[src/rtl/store_buffer_pkg.sv]
// Shared constants for the store buffer and the DataMemory it fronts.
package store_buffer_pkg;

  localparam int unsigned AW_DEFAULT    = 32;
  localparam int unsigned DW_DEFAULT    = 32;
  localparam int unsigned DEPTH_DEFAULT = 4;

  // DataMemory RW encoding, shared with the memory model.
  localparam logic MEM_READ  = 1'b0;
  localparam logic MEM_WRITE = 1'b1;

endpackage

[src/rtl/store_buffer_if.sv]
// CPU load/store handshake plus the single DataMemory port.
interface store_buffer_if
  import store_buffer_pkg::*;
#(
  parameter int unsigned AW = AW_DEFAULT,
  parameter int unsigned DW = DW_DEFAULT
);

  logic          st_valid;
  logic          st_ready;
  logic [AW-1:0] st_addr;
  logic [DW-1:0] st_data;
  logic          ld_valid;
  logic          ld_ready;
  logic [AW-1:0] ld_addr;
  logic [DW-1:0] ld_data;
  logic          empty;
  logic          RW;
  logic [AW-1:0] DAddr;
  logic [DW-1:0] DataIn;
  logic [DW-1:0] DataOut;

  // CPU plus DataMemory side
  modport master (
    output st_valid, st_addr, st_data, ld_valid, ld_addr, DataOut,
    input  st_ready, ld_ready, ld_data, empty, RW, DAddr, DataIn
  );

  // Store buffer side
  modport slave (
    input  st_valid, st_addr, st_data, ld_valid, ld_addr, DataOut,
    output st_ready, ld_ready, ld_data, empty, RW, DAddr, DataIn
  );

endinterface

[src/rtl/store_buffer_fifo_cam.sv]
// Pending-store FIFO with an address CAM returning the youngest matching entry.
module sb_fifo_cam
  import store_buffer_pkg::*;
#(
  parameter int unsigned DEPTH = DEPTH_DEFAULT,
  parameter int unsigned AW    = AW_DEFAULT,
  parameter int unsigned DW    = DW_DEFAULT
) (
  input  logic          i_clk,
  input  logic          i_rst,
  input  logic          i_enq,
  input  logic [AW-1:0] i_enq_addr,
  input  logic [DW-1:0] i_enq_data,
  input  logic          i_deq,
  input  logic [AW-1:0] i_lookup_addr,
  output logic          o_hit,
  output logic [DW-1:0] o_hit_data,
  output logic [AW-1:0] o_head_addr,
  output logic [DW-1:0] o_head_data,
  output logic          o_full,
  output logic          o_empty
);

  localparam int unsigned PW = $clog2(DEPTH);
  localparam int unsigned CW = PW + 1;

  logic [AW-1:0] r_addr [DEPTH];
  logic [DW-1:0] r_data [DEPTH];
  logic [PW-1:0] r_head;
  logic [PW-1:0] r_tail;
  logic [CW-1:0] r_count;

  assign o_full      = (r_count == CW'(DEPTH));
  assign o_empty     = (r_count == '0);
  assign o_head_addr = r_addr[r_head];
  assign o_head_data = r_data[r_head];

  // Scan oldest to youngest so the last valid match (nearest tail) wins.
  always_comb begin
    o_hit      = 1'b0;
    o_hit_data = '0;
    for (int unsigned k = 0; k < DEPTH; k++) begin
      if ((CW'(k) < r_count) && (r_addr[PW'(r_head + PW'(k))] == i_lookup_addr)) begin
        o_hit      = 1'b1;
        o_hit_data = r_data[PW'(r_head + PW'(k))];
      end
    end
  end

  // Entry storage, wrap-around pointers and occupancy count.
  always_ff @(posedge i_clk) begin
    if (i_rst) begin
      r_head  <= '0;
      r_tail  <= '0;
      r_count <= '0;
      for (int unsigned i = 0; i < DEPTH; i++) begin
        r_addr[i] <= '0;
        r_data[i] <= '0;
      end
    end else begin
      if (i_enq) begin
        r_addr[r_tail] <= i_enq_addr;
        r_data[r_tail] <= i_enq_data;
        r_tail         <= r_tail + PW'(1);
      end
      if (i_deq) begin
        r_head <= r_head + PW'(1);
      end
      r_count <= r_count + CW'(i_enq) - CW'(i_deq);
    end
  end

endmodule

[src/rtl/store_buffer.sv]
// Write buffer in front of single-port DataMemory: forwards loads, drains stores.
module store_buffer
  import store_buffer_pkg::*;
#(
  parameter int unsigned DEPTH = DEPTH_DEFAULT,
  parameter int unsigned AW    = AW_DEFAULT,
  parameter int unsigned DW    = DW_DEFAULT
) (
  input logic           CLK,
  input logic           Reset,
  store_buffer_if.slave bus
);

  logic          w_cam_hit;
  logic [DW-1:0] w_hit_data;
  logic [AW-1:0] w_head_addr;
  logic [DW-1:0] w_head_data;
  logic          w_full;
  logic          w_empty;
  logic          w_enq;
  logic          w_hit;
  logic          w_load_port;
  logic          w_drain;

  sb_fifo_cam #(
    .DEPTH (DEPTH),
    .AW    (AW),
    .DW    (DW)
  ) u_fifo_cam (
    .i_clk         (CLK),
    .i_rst         (Reset),
    .i_enq         (w_enq),
    .i_enq_addr    (bus.st_addr),
    .i_enq_data    (bus.st_data),
    .i_deq         (w_drain),
    .i_lookup_addr (bus.ld_addr),
    .o_hit         (w_cam_hit),
    .o_hit_data    (w_hit_data),
    .o_head_addr   (w_head_addr),
    .o_head_data   (w_head_data),
    .o_full        (w_full),
    .o_empty       (w_empty)
  );

  // A load missing the buffer takes the port unless the buffer is full;
  // a drain otherwise uses the port, never during reset.
  assign w_enq       = bus.st_valid && !w_full;
  assign w_hit       = bus.ld_valid && w_cam_hit;
  assign w_load_port = bus.ld_valid && !w_cam_hit && !w_full;
  assign w_drain     = !Reset && !w_load_port && !w_empty;

  // Handshake and memory-port outputs from start-of-cycle state.
  always_comb begin
    bus.st_ready = !w_full;
    bus.empty    = w_empty;
    bus.ld_ready = w_hit || w_load_port;
    bus.ld_data  = '0;
    bus.RW       = MEM_READ;
    bus.DAddr    = '0;
    bus.DataIn   = '0;
    if (w_hit) begin
      bus.ld_data = w_hit_data;
    end else if (w_load_port) begin
      bus.ld_data = bus.DataOut;
    end
    if (w_load_port) begin
      bus.DAddr = bus.ld_addr;
    end else if (w_drain) begin
      bus.RW     = MEM_WRITE;
      bus.DAddr  = w_head_addr;
      bus.DataIn = w_head_data;
    end
  end

endmodule

[src/flat_wrapper.sv]
// flat-port wrapper written by rule: the top's interface ports become plain ports
module store_buffer_flat import store_buffer_pkg::*;
#(
  parameter int unsigned DEPTH = DEPTH_DEFAULT,
  parameter int unsigned AW    = AW_DEFAULT,
  parameter int unsigned DW    = DW_DEFAULT
)
  (CLK, Reset, bus_st_valid, bus_st_addr, bus_st_data, bus_ld_valid, bus_ld_addr, bus_DataOut, bus_st_ready, bus_ld_ready, bus_ld_data, bus_empty, bus_RW, bus_DAddr, bus_DataIn);
  store_buffer_if #(.AW(AW), .DW(DW)) bus_i ();
  input logic CLK;
  input logic Reset;
  input wire logic [$bits(bus_i.st_valid)-1:0] bus_st_valid;
  input wire logic [$bits(bus_i.st_addr)-1:0] bus_st_addr;
  input wire logic [$bits(bus_i.st_data)-1:0] bus_st_data;
  input wire logic [$bits(bus_i.ld_valid)-1:0] bus_ld_valid;
  input wire logic [$bits(bus_i.ld_addr)-1:0] bus_ld_addr;
  input wire logic [$bits(bus_i.DataOut)-1:0] bus_DataOut;
  output wire logic [$bits(bus_i.st_ready)-1:0] bus_st_ready;
  output wire logic [$bits(bus_i.ld_ready)-1:0] bus_ld_ready;
  output wire logic [$bits(bus_i.ld_data)-1:0] bus_ld_data;
  output wire logic [$bits(bus_i.empty)-1:0] bus_empty;
  output wire logic [$bits(bus_i.RW)-1:0] bus_RW;
  output wire logic [$bits(bus_i.DAddr)-1:0] bus_DAddr;
  output wire logic [$bits(bus_i.DataIn)-1:0] bus_DataIn;
  assign bus_i.st_valid = bus_st_valid;
  assign bus_i.st_addr = bus_st_addr;
  assign bus_i.st_data = bus_st_data;
  assign bus_i.ld_valid = bus_ld_valid;
  assign bus_i.ld_addr = bus_ld_addr;
  assign bus_i.DataOut = bus_DataOut;
  assign bus_st_ready = bus_i.st_ready;
  assign bus_ld_ready = bus_i.ld_ready;
  assign bus_ld_data = bus_i.ld_data;
  assign bus_empty = bus_i.empty;
  assign bus_RW = bus_i.RW;
  assign bus_DAddr = bus_i.DAddr;
  assign bus_DataIn = bus_i.DataIn;
  store_buffer #(.DEPTH(DEPTH), .AW(AW), .DW(DW)) u_core (.CLK(CLK), .Reset(Reset), .bus(bus_i));
endmodule
[config.mk]
export PLATFORM = sky130hd
export DESIGN_NAME = store_buffer_flat
export DESIGN_NICKNAME = d
export VERILOG_FILES = /design/src/rtl/store_buffer_pkg.sv /design/src/rtl/store_buffer_if.sv /design/src/rtl/store_buffer_fifo_cam.sv /design/src/rtl/store_buffer.sv /design/src/flat_wrapper.sv
export SDC_FILE = /design/constraint.sdc
export NUM_CORES = 1
export LEC_CHECK = 0
export ABC_AREA = 1
export BUFFER_PORTS_ARGS = -buffer_cell sky130_fd_sc_hd__buf_2
export CORE_MARGIN = 2
export CORE_UTILIZATION = 35
export DETAILED_ROUTE_END_ITERATION = 8
export MAX_ROUTING_LAYER = met4
export PLACE_DENSITY = 0.57
export SLEW_MARGIN = 20
export SYNTH_ARGS = -nofsm -noshare
export SYNTH_HDL_FRONTEND = slang
export SYNTH_SLANG_ARGS = --single-unit
[constraint.sdc]
create_clock -name CLK -period 10.7 [get_ports CLK]
set_input_delay 0 -clock CLK [delete_from_list [all_inputs] [get_ports CLK]]
set_output_delay 0 -clock CLK [all_outputs]
set_load 0.02 [all_outputs]
==> summary.txt <==
initial antenna violation count - 0
largest cells by area after synthesis - edfxtp_1, nand2_1, nor2_1
# fillers - 6368
Sw Ratio - 49.7%
Placer Congestion - 0.996
post-CTS setup buffer count - 0
count leader, synth - nand2_1
Worst Setup End Kind - output pin
Remaining DRCs - 0
cell area after placement - 22500 sq um
post-synthesis cell count - 3296
Final period util - 64.4%
critical path startpoint - u_core.u_fifo_cam.r_head[0]
final hold violation count - 0
Clk Latency, worst-skew pair - 570 ps
status - finished, final reports clean
gr ovfl total - 0
Synth top area share - 36.8%
slew margin rel. - 27.8%
Mapped Avg Cell Area - 6.34 sq um
vias in the first global route - 20000
fin util - 41.1%
Synth warnings - 0
PortBufs - 231
Comb power frac - 52.9%
Clock Pin Slew Worst Setup and Hold Paths - 60 ps
crit path launch type - flop
Antenna Cells - 0
full die area - 61700 sq um
worst hold path class - primary input to flop
minimum clock period - 6890 ps
FMAX - 145 MHz
pwr dens - 227 nW/um^2
r2r setup slk - 4360 ps
ys flop type - edfxtp_1
Longest Clk Path Bufs - 3
Die X - 248 um
Area Growth Syn to Fin - 16.1%
CP max FO - 70
Async SR Flop Fraction - 0%
cts repair resizes - 0
FF-to-FF path depth - 23
area of the multi-input gates - 10800 sq um
CP arrival - 6890 ps
vias per cell - 5.17
Overall Power - 5520 uW
CP Data Required Time - 10700 ps
first-pass GRT wire length - 123000 um
Seq. cell area - 7880 sq um
final WL - 81200 um
#FFs+latches synth - 265
CP cell instances - inv_2 > nand2_2 > nand2_4 > nand2_1 > nand2_1 > nand2_1 > nand2_1 > nor2_1 > nand2_1 > nor2_1 > nand3_1 > nor2_4 > buf_4 > nor2_4 > nand3_4 > nand2_2 > buf_4 > o22ai_1 > buf_2
post-synth net total - 3433
internal power - 2770 uW
Worst R2R Start - u_core.u_fifo_cam.r_head[0]
row cnt - 89
RSZ-0062 raised after global routing - false
Crit Path Category - flop to output pin
Die Ht - 248 um
initial cell density of the core - 35.4%
Nets - 3599
TritonCTS clock tree - yes
Slew @ Worst Pin - 1080 ps
Seq pwr share - 25.3%
DR iter-0 viols - 2130
power share of the clock group - 21.7%
pin count of the biggest net entering global routing - 204
total CTS buffers - 35
Clock Tree Root - clkbuf_16
VDD IR max - 0.000173 V
share of cells above drive strength 1 - 11.8%
# Max-Cap Violations - 0
hold_ws - 206 ps
H-Tree Depth - 2
setup_tns - 0 ps
Net Sw Power - 2740 uW
Clock Sinks - 265
Avg WL per Cell - 19.0 um
via count - 22000
io pins - 232
Commonest cells post-synth - nand2_1, nor2_1, inv_1
Critical Path Most Common Cell - nand2_1
distinct cell type count after synthesis - 34
Final Max Tran Viols - 0
Setup Viol. Count Final - 0
Critical R2R Capture - u_core.u_fifo_cam.r_count[2]
CP max stage delay - 850 ps
drt pass-1 iters - 6
DP HPWL - 52800 um
cell area after layout - 24300 sq um
Max stage delay cell, worst path - nand2_4
Core Area - 59000 sq um
Seq/Total Area, Yosys - 37.6%
DRT antenna net count - 0
cell taking the most area after synthesis - edfxtp_1
Critical Path Sink - bus_DAddr[12]
mapped cell area - 20900 sq um
Post-synth EDFFs - 256
leakage power - 0.0117 uW
skew final - 32.9 ps
gr usage total - 26.2%
## area by class of cell
type                       instances  area share [%]
sequential                       265            32.4
tap                              773            3.98
clock inverter                    23           0.979
multi-input combinational       2455            44.6
timing repair buffer             324            8.36
inverter                         381            5.91
clock buffer                      41            3.74
## worst min-delay path by stage
stage                  from                      endpoint  slack, ps  cells past startpoint
2_1_floorplan         Reset  u_core.u_fifo_cam.r_count[0]         70                      1
3_3_place_gp          Reset  u_core.u_fifo_cam.r_count[1]        270                      2
3_5_place_dp          Reset  u_core.u_fifo_cam.r_count[1]        270                      2
4_1_cts        bus_st_valid   u_core.u_fifo_cam.r_tail[0]        190                      6
5_1_grt        bus_st_valid   u_core.u_fifo_cam.r_tail[0]        290                      6
6_report       bus_st_valid   u_core.u_fifo_cam.r_tail[0]        210                      6
## critical path, delay by kind of cell, from the launching register on
kind | cells | cell delay [ps]
and+or+nand+nor | 14 | 3290
DFF | 1 | 550
buffers and inverters | 4 | 2030
AOI/OAI and AO/OA | 1 | 260
## timing repair
action                                 CTS  global route
endpoints found under the hold margin  251             0
hold buffers                            65             0
setup endpoints to repair                0             0
## placed cells by master (no fill, tap or decap), types with 27 or more instances in the layout
master	n
inv_1	371
a32oi_1	32
dlygate4sd3_1	65
buf_4	27
o22ai_1	64
nor2_1	376
nand3_1	279
nand2_1	1303
o211ai_1	38
buf_2	231
clkbuf_16	35
o21ai_0	119
edfxtp_1	256
or2_2	64
a21oi_1	107
## power groups by stage
stage	clock [uW]	combinational, uW	sequential [uW]
finish	1200	2920	1400
global route	1250	3220	1410
CTS	1220	2870	1390
detailed placement	0	2840	1410
global placement	0	2830	1410
floorplan	0	2090	1340
## cell families after synthesis
group / after synthesis / share of synthesized area [%]
fa+ha+maj: 5 / 0.335
simple gates: 2043 / 39.4
xor+xnor: 25 / 1.05
buf+inv: 576 / 10.9
flops: 265 / 37.6
compound gates: 382 / 10.6
## state kept, by name (all words and copies together), names as in the netlist, named ones only
name	cells
u_core.u_fifo_cam.r_data	128
u_core.u_fifo_cam.r_count	3
u_core.u_fifo_cam.r_addr	128
u_core.u_fifo_cam.r_tail	2
u_core.u_fifo_cam.r_head	2
## per-layer routing
layer | vias up | track usage (%) | part of all wire [%]
met1 | 10100 | 36.1 | 44
met3 | 136 | 3.41 | 8.2
met4 | 0 | 8.31 | 3.1
li1 | 10800 | - | -
met5 | - | - | 0
met2 | 961 | 39.8 | 44
## per-stage QoR
step	setup slack, ps	cells
2_1_floorplan	4620	3296
3_3_place_gp	4480	4133
3_5_place_dp	4420	4133
4_1_cts	3930	4262
5_1_grt	3360	4262
6_report	3810	4262
Power figures use the tool's default switching activity.
